### config.mk
export PLATFORM = sky130hd
export DESIGN_NAME = trng_vn_collector
export DESIGN_NICKNAME = d
export VERILOG_FILES = /design/src/rtl/trng_vn_collector_pkg.sv /design/src/rtl/trng_vn_collector_pair.sv /design/src/rtl/trng_vn_collector.sv
export SDC_FILE = /design/constraint.sdc
export NUM_CORES = 1
export LEC_CHECK = 0
export ABC_CLOCK_PERIOD_IN_PS = 5550
export BUFFER_PORTS_ARGS = -buffer_cell sky130_fd_sc_hd__buf_2
export CAP_MARGIN = 20
export CORE_MARGIN = 10
export CORE_UTILIZATION = 60
export CTS_BUF_LIST = sky130_fd_sc_hd__clkbuf_16
export CTS_CLUSTER_DIAMETER = 60
export DETAILED_ROUTE_END_ITERATION = 10
export PLACE_DENSITY = 0.82
export SYNTH_ARGS = -nofsm -noshare
export SYNTH_HDL_FRONTEND = slang
export SYNTH_SLANG_ARGS = --single-unit
### constraint.sdc
create_clock -name rng_clk -period 5.55 [get_ports rng_clk]
set_input_delay 0.2775 -clock rng_clk [delete_from_list [all_inputs] [get_ports rng_clk]]
set_output_delay 0.2775 -clock rng_clk [all_outputs]
set_load 0.1 [all_outputs]
### src/rtl/trng_vn_collector_pkg.sv
// Shared types and default sizing for the TRNG von Neumann collector.
package trng_vn_collector_pkg;

  localparam int unsigned TRNG_WORD_SIZE = 32;
  localparam int unsigned VN_DISCARD_MAX = 32;

  typedef enum logic {
    P_FIRST  = 1'b0,
    P_SECOND = 1'b1
  } pair_state_e;

endpackage

### src/rtl/trng_vn_collector_pair.sv
// Von Neumann pair extractor with consecutive-discard watchdog; bypass passes every sample.
module trng_vn_pair
  import trng_vn_collector_pkg::*;
#(
  parameter int unsigned DISCARD_MAX = VN_DISCARD_MAX
) (
  input  logic rng_clk,
  input  logic rst_n,
  input  logic strobe,
  input  logic rnd_bit,
  input  logic bypass,
  input  logic clear,
  output logic emit_vld,
  output logic emit_bit,
  output logic vn_err
);

  localparam int unsigned DC_W = $clog2(DISCARD_MAX + 1);
  localparam logic [DC_W-1:0] DMAX = DC_W'(DISCARD_MAX);

  pair_state_e     state, state_nxt;
  logic            first, first_nxt;
  logic [DC_W-1:0] disc_cnt, disc_nxt;
  logic            err_nxt;

  always_ff @(posedge rng_clk or negedge rst_n) begin
    if (!rst_n) begin
      state    <= P_FIRST;
      first    <= 1'b0;
      disc_cnt <= '0;
      vn_err   <= 1'b0;
    end else begin
      state    <= state_nxt;
      first    <= first_nxt;
      disc_cnt <= disc_nxt;
      vn_err   <= err_nxt;
    end
  end

  always_comb begin
    state_nxt = state;
    first_nxt = first;
    disc_nxt  = disc_cnt;
    err_nxt   = vn_err;
    emit_vld  = 1'b0;
    emit_bit  = 1'b0;
    if (clear) begin
      state_nxt = P_FIRST;
      first_nxt = 1'b0;
      disc_nxt  = '0;
      err_nxt   = 1'b0;
    end else if (bypass) begin
      // Forcing P_FIRST here is what drops a half-collected pair on a bypass toggle.
      state_nxt = P_FIRST;
      disc_nxt  = '0;
      emit_vld  = strobe;
      emit_bit  = rnd_bit;
    end else if (strobe) begin
      case (state)
        P_FIRST: begin
          first_nxt = rnd_bit;
          state_nxt = P_SECOND;
        end
        P_SECOND: begin
          state_nxt = P_FIRST;
          if (rnd_bit != first) begin
            emit_vld = 1'b1;
            emit_bit = first;
            disc_nxt = '0;
          end else begin
            if (disc_cnt != DMAX) disc_nxt = disc_cnt + 1'b1;
            if (disc_nxt == DMAX) err_nxt = 1'b1;
          end
        end
        default: state_nxt = P_FIRST;
      endcase
    end
  end

endmodule

### src/rtl/trng_vn_collector.sv
// Collects debiased ROSC bits MSB-first into words and offers them on a valid/ready port.
module trng_vn_collector
  import trng_vn_collector_pkg::*;
#(
  parameter int unsigned WORD_W      = TRNG_WORD_SIZE,
  parameter int unsigned DISCARD_MAX = VN_DISCARD_MAX,
  parameter int unsigned CNT_W       = $clog2(WORD_W)
) (
  input  logic              rng_clk,
  input  logic              rst_n,
  input  logic              rst_trng_logic,
  input  logic              rnd_bit,
  input  logic              cntr_balance_valid,
  input  logic              vnc_bypass,
  input  logic              word_ready,
  output logic [WORD_W-1:0] rnd_word,
  output logic              rnd_word_valid,
  output logic [CNT_W-1:0]  bit_cnt,
  output logic              ovf_err,
  output logic              vn_err
);

  localparam logic [CNT_W-1:0] LAST = CNT_W'(WORD_W - 1);

  logic              emit_vld;
  logic              emit_bit;
  logic [WORD_W-2:0] sr;
  logic [WORD_W-1:0] word_c;

  trng_vn_pair #(
    .DISCARD_MAX (DISCARD_MAX)
  ) u_pair (
    .rng_clk  (rng_clk),
    .rst_n    (rst_n),
    .strobe   (cntr_balance_valid),
    .rnd_bit  (rnd_bit),
    .bypass   (vnc_bypass),
    .clear    (rst_trng_logic),
    .emit_vld (emit_vld),
    .emit_bit (emit_bit),
    .vn_err   (vn_err)
  );

  assign word_c = {sr, emit_bit};

  always_ff @(posedge rng_clk or negedge rst_n) begin
    if (!rst_n) begin
      sr             <= '0;
      bit_cnt        <= '0;
      rnd_word       <= '0;
      rnd_word_valid <= 1'b0;
      ovf_err        <= 1'b0;
    end else if (rst_trng_logic) begin
      sr             <= '0;
      bit_cnt        <= '0;
      rnd_word       <= '0;
      rnd_word_valid <= 1'b0;
      ovf_err        <= 1'b0;
    end else begin
      if (rnd_word_valid && word_ready) rnd_word_valid <= 1'b0;
      if (emit_vld) begin
        sr <= word_c[WORD_W-2:0];
        if (bit_cnt == LAST) begin
          bit_cnt <= '0;
          // A load in the transfer cycle overrides the valid drop above.
          if (!rnd_word_valid || word_ready) begin
            rnd_word       <= word_c;
            rnd_word_valid <= 1'b1;
          end else begin
            ovf_err <= 1'b1;
          end
        end else begin
          bit_cnt <= bit_cnt + 1'b1;
        end
      end
    end
  end

endmodule

* Word level (Yosys, flattened, before mapping)
Cells that the tools add are included.
** Storage, ports and cells
- Bits in registers :: 79
- Input bits :: 7
- Output and inout bits :: 40
- Word-level logic and storage cells :: 88
** Operators by class
- Add/sub/neg operators :: 2
- Eq/ne operators :: 8
- Multiplexer cells :: 52
- Bitwise logic cells :: 1
- Reduce and logical (&&, ||, !) cells :: 16
** Operators with widths (number)
- 32-bit 2-to-1 mux :: 4
- 6-bit 2-to-1 mux :: 11
- 31-bit 2-to-1 mux :: 2
- 1-bit 2-to-1 mux :: 31
- 5-bit 2-to-1 mux :: 3
- 2-bit nonzero test :: 6
- 3-bit AND reduction :: 3
- 2-bit inequality test, second input constant :: 4
- 6-bit by 1-bit adder with 6-bit output, second input constant :: 1
- 6-bit equality test, second input constant :: 1
- 6-bit inequality test, second input constant :: 1
- 3-bit nonzero test :: 2
- 5-bit by 1-bit adder with 5-bit output, second input constant :: 1
- 5-bit equality test, second input constant :: 1
- 5-bit AND reduction :: 1
- 1-bit one-hot mux with 2 select lines :: 1
- 2-bit AND reduction :: 1
- 1-bit logical AND :: 1
- 1-bit logical NOT :: 1
- 1-bit logical OR :: 1
- 1-bit inequality test :: 1
- 1-bit NOT :: 1

* Logic depth before layout (Yosys ltp)
- Word-level depth :: 14
- Gate-level depth with buffers :: 8
- Depth with buffers taken out :: 6

* Modules after synthesis
Synthesis repeated with hierarchy kept, for this count alone.
** Second synthesis, totals
- Cells, all modules :: 347
- Area total of the unflattened synthesis :: 3542.1 um^2
** By module, submodules not included
- trng_vn_collector :: times used 1, cells each 281, area each 2940.3 um^2, seq. area each 1751.7 um^2
- trng_vn_pair :: times used 1, cells each 66, area each 601.8 um^2, seq. area each 225.2 um^2

* Worst setup path before layout
Ideal clock, no wire load.
- Path type :: reg-to-reg
- Start point :: register bit_cnt[0]
- End point :: register rnd_word[0]
- Library setup time :: 0.126 ns
- Data arrival time :: 2.338 ns
- Data required time :: 5.424 ns
- Path slack :: 3.086 ns
- Stages on the path, launching flop included :: 7
- Path buffers :: 1
- Clock period less this slack :: 2.464 ns
- Path through :: dfrtp_1 ha_1 and3_1 ha_1 a31o_4 buf_6 mux2_4
** On the way
- Word-level cells in the longest chain between the ends :: 3
** Ends and longest elaborated chain
- start, declared :: line trng_vn_collector.sv:18 : output logic [CNT_W-1:0] bit_cnt,
- start signal, assigned :: line trng_vn_collector.sv:73 : bit_cnt <= bit_cnt + 1'b1;
- 5-bit equality test :: line trng_vn_collector.sv:63 : if (bit_cnt == LAST) begin
- 2-bit nonzero test (no line)
- 3-bit AND reduction (no line)
- end signal, assigned :: line trng_vn_collector.sv:67 : rnd_word <= word_c;
- end, declared :: line trng_vn_collector.sv:16 : output logic [WORD_W-1:0] rnd_word,
Every way passes these cells.
A chain may end at the register's enable or synchronous reset.

* Final worst setup path
- Start point :: register u_pair.first
- End point :: register rnd_word[21]
** On the way
- Word-level cells in the longest chain between the ends :: 8
** Ends and longest elaborated chain
- start, declared :: line trng_vn_collector_pair.sv:22 : logic first, first_nxt;
- start signal, assigned :: line trng_vn_collector_pair.sv:34 : first <= first_nxt;
- 1-bit inequality test :: line trng_vn_collector_pair.sv:66 : if (rnd_bit != first) begin
- 1-bit 2-to-1 mux :: line trng_vn_collector_pair.sv:66
- 1-bit 2-to-1 mux :: line trng_vn_collector_pair.sv:59 : case (state)
- 1-bit 2-to-1 mux :: line trng_vn_collector_pair.sv:58 : end else if (strobe) begin
- 1-bit 2-to-1 mux :: line trng_vn_collector_pair.sv:52 : end else if (bypass) begin
- 1-bit 2-to-1 mux :: line trng_vn_collector_pair.sv:47 : if (clear) begin
- 2-bit nonzero test (no line)
- 3-bit AND reduction (no line)
Every way passes these cells.

==> impl_metrics.csv <==
group,metric,value,unit
synthesis,synthFlopType,"dfrtp_1",
synthesis,ys_types,40,
timing,slew_viol_final,0,
floorplan,rows,28,
clock_network,hold_buffers,0,
clock_network,worstSkewPairLatency,0.33,ns
synthesis,yosysWarnings,0,
finish,design_area,4190,sq um
job,maxCapViolCount,0,
synthesis,syn_avg_cell_area,10.8,sq um
clock_network,h-tree-depth,3,
synthesis,seq_area_frac_synth,0.536,
finish,fin_nets,392,
setup_path,r2r_setup_slack,3.02,ns
clock_network,clk_pin_slew,0.06,ns
timing,post-route-min-period,2.53,ns
setup_path,r2r_end,"rnd_word[21]$_DFFE_PN0P_",
place,placed_cell_area,3930,sq um
setup_path,r2r-start,"u_pair.first$_DFFE_PN0P_",
clock_network,cts_tree,"done",
setup_path,cp-startpoint,"u_pair.first$_DFFE_PN0P_",
routing,drtIter0Drc,190,
grt,grt_pass1_vias,2566,
synthesis,syn-num-nets,353,
routing,drc,0,
timing,fin_crit_sh,0.456,
clock_network,cts.path.max_buffers,2,
power_and_ir_drop,total_power,0.00118,W
timing,clock_skew,0.00383,ns
finish,layout-drive-gt1-share,0.268,
hold_path,hold_path_class,"input port to asynchronous set/reset pin",
grt,grt_overflow,0,
setup_path,critPathArrivalTime,2.74,ns
timing,finalSetupTns,0,ns
place,routabilityCongestion,0.775,
clock_network,cts_root_buffer,"clkbuf_16",
setup_path,r2r_cells,6,
floorplan,dieWidth,98.4,um
setup_path,worst-setup-path-type,"flip-flop to flip-flop",
clock_network,cts_sinks,79,
routing,wire_per_inst,15.4,um
setup_path,crit_end,"rnd_word[21]$_DFFE_PN0P_",
clock_network,cts_resized,0,
floorplan,start_util,0.619,
synthesis,async_flop_share,1.00,
timing,whs,0.101,ns
setup_path,cp-end-kind,"flip-flop",
synthesis,yosysTopAreaCell,"dfrtp_1",
power_and_ir_drop,power.leakage,2.08,nW
power_and_ir_drop,power_density,281,nW/um^2
grt,track_usage,0.149,
finish,fillers,434,
finish,layout_common_cells,"79 x dfrtp_1, 71 x nand2_1, 45 x buf_2, 38 x a21oi_1, 34 x nor2b_1",
place,place_hpwl,4450,um
setup_path,start_kind,"flip-flop",
floorplan,core,5960,sq um
synthesis,syn_area,3690,sq um
finish,area_growth,13.6,%
floorplan,die_y,98.4,um
finish,final_common_cell,"dfrtp_1",
timing,finalHoldViolCount,0,
routing,drt_pass1_iterations,4,
setup_path,cp.required,5.76,ns
synthesis,synth_area_leaders,"dfrtp_1 54%, mux2_4 12%, nand2_1 7.2%",
place,io_buffers,46,
synthesis,synth_top_area_frac,0.536,
clock_network,cts_made_buffers,9,
grt,grt_pass1_wl,12200,um
grt,antenna_found_initial,0,
floorplan,dieArea,9680,sq um
timing,worst_pin_slew,0.965,ns
clock_network,post_cts_buffers,0,
synthesis,synth_cells,341,
timing,rsz0062_at_grt,"no",
routing,wl,7080,um
timing,finalSetupViolations,0,
finish,diodes,0,
routing,ant_nets,0,
floorplan,num_io_pins,47,
timing,max_slew_margin,0.357,
finish,final_core_util,0.704,
routing,viasPerCell,5.45,
synthesis,synth_edf_count,0,
synthesis,synth_seq_cells,79,
routing,vias,2506,
grt,grt_max_degree,80,
power_and_ir_drop,ir_drop,0.201,mV
status,status,"finished, final reports clean",
setup_path,path_max_fanout,36,
timing,fmax,395,MHz
==> metal layers <==
layer,global-route usage,routed length [um],vias to the layer above
met1,0.182,3080,1221
li1,-,-,1223
met2,0.243,3570,50
met4,0.0562,147,0
met3,0.0437,292,12
met5,0,0,-
==> worst min path at each step <==
| stage | startpoint | endpoint | slack [ns] | depth (start not counted) |
|---|---|---|---|---|
| after floorplan | rst_n | bit_cnt[0]$_DFFE_PN0P_ | -0.02 | 0 |
| after global placement | rst_n | bit_cnt[3]$_DFFE_PN0P_ | 0.49 | 1 |
| after detailed placement | rst_n | bit_cnt[3]$_DFFE_PN0P_ | 0.49 | 1 |
| after CTS | rst_n | u_pair.disc_cnt[3]$_DFFE_PN0P_ | 0.15 | 1 |
| after global routing | rst_n | bit_cnt[3]$_DFFE_PN0P_ | 0.19 | 1 |
| final | rst_n | bit_cnt[0]$_DFFE_PN0P_ | 0.10 | 1 |
==> final cells by class <==
class | instances | area, sq um | area share
multi-input cells | 234 | 1570 | 0.375
well taps | 75 | 93.8 | 0.0224
repair buffers | 49 | 255 | 0.0609
inverters | 7 | 26.3 | 0.00627
clock buffers | 9 | 225 | 0.0537
clock inverters | 7 | 40.0 | 0.00956
flip-flops and latches | 79 | 1980 | 0.472
==> synthesized netlist by cell type (all sizes together), types with 2 or more instances <==
library cell,instances
dfrtp,79
nand2,71
a21oi,38
mux2,34
nor2b,34
buf,12
nor2,12
clkbuf,9
o21ai,8
inv,7
ha,5
a22o,3
a31o,2
a31oi,2
and3,2
mux2i,2
nand3,2
nand4b,2
==> flip-flops by register name (all words and copies together), names as in the netlist <==
register and count:
u_pair.vn_err 1, rnd_word 32, u_pair.state 1, u_pair.disc_cnt 6, sr 31, bit_cnt 5
u_pair.first 1, ovf_err 1, rnd_word_valid 1
==> worst max-delay path, stage by stage (launching register included) <==
cell and delay, ns:
dfrtp_1 0.38, ha_1 0.30, nor2b_1 0.20, o21a_1 0.15, buf_4 0.33, a31o_4 0.62, mux2_2 0.40
==> stage by stage <==
step / instances / setup WS, ns
3_3_place_gp: 444 / 3.05
3_5_place_dp: 444 / 2.97
5_1_grt: 460 / 2.90
2_1_floorplan: 341 / 3.09
6_report: 460 / 3.02
4_1_cts: 460 / 3.01
==> logic make-up (layout without fill, tap and decap cells) <==
| logic type | Yosys count | in the layout | share of synthesized area |
|---|---|---|---|
| AO/OA/AOI/OAI | 59 | 59 | 0.0936 |
| XOR/XNOR | 1 | 1 | 0.00237 |
| adder cells (fa/ha/maj) | 5 | 5 | 0.0170 |
| buffers and inverters | 28 | 72 | 0.0387 |
| flip-flops | 79 | 79 | 0.536 |
| multiplexers | 36 | 36 | 0.140 |
| AND/OR/NAND/NOR | 133 | 133 | 0.173 |
==> where the power goes <==
| part | switching (W) | total, W | internal, W |
|---|---|---|---|
| combinational | 0.0000544 | 0.0000705 | 0.0000161 |
| sequential | 0.00000294 | 0.000582 | 0.000579 |
| clock | 0.000225 | 0.000523 | 0.000298 |
| total | 0.000282 | 0.00118 | 0.000894 |
No activity file was read; power rests on OpenSTA's default activity.
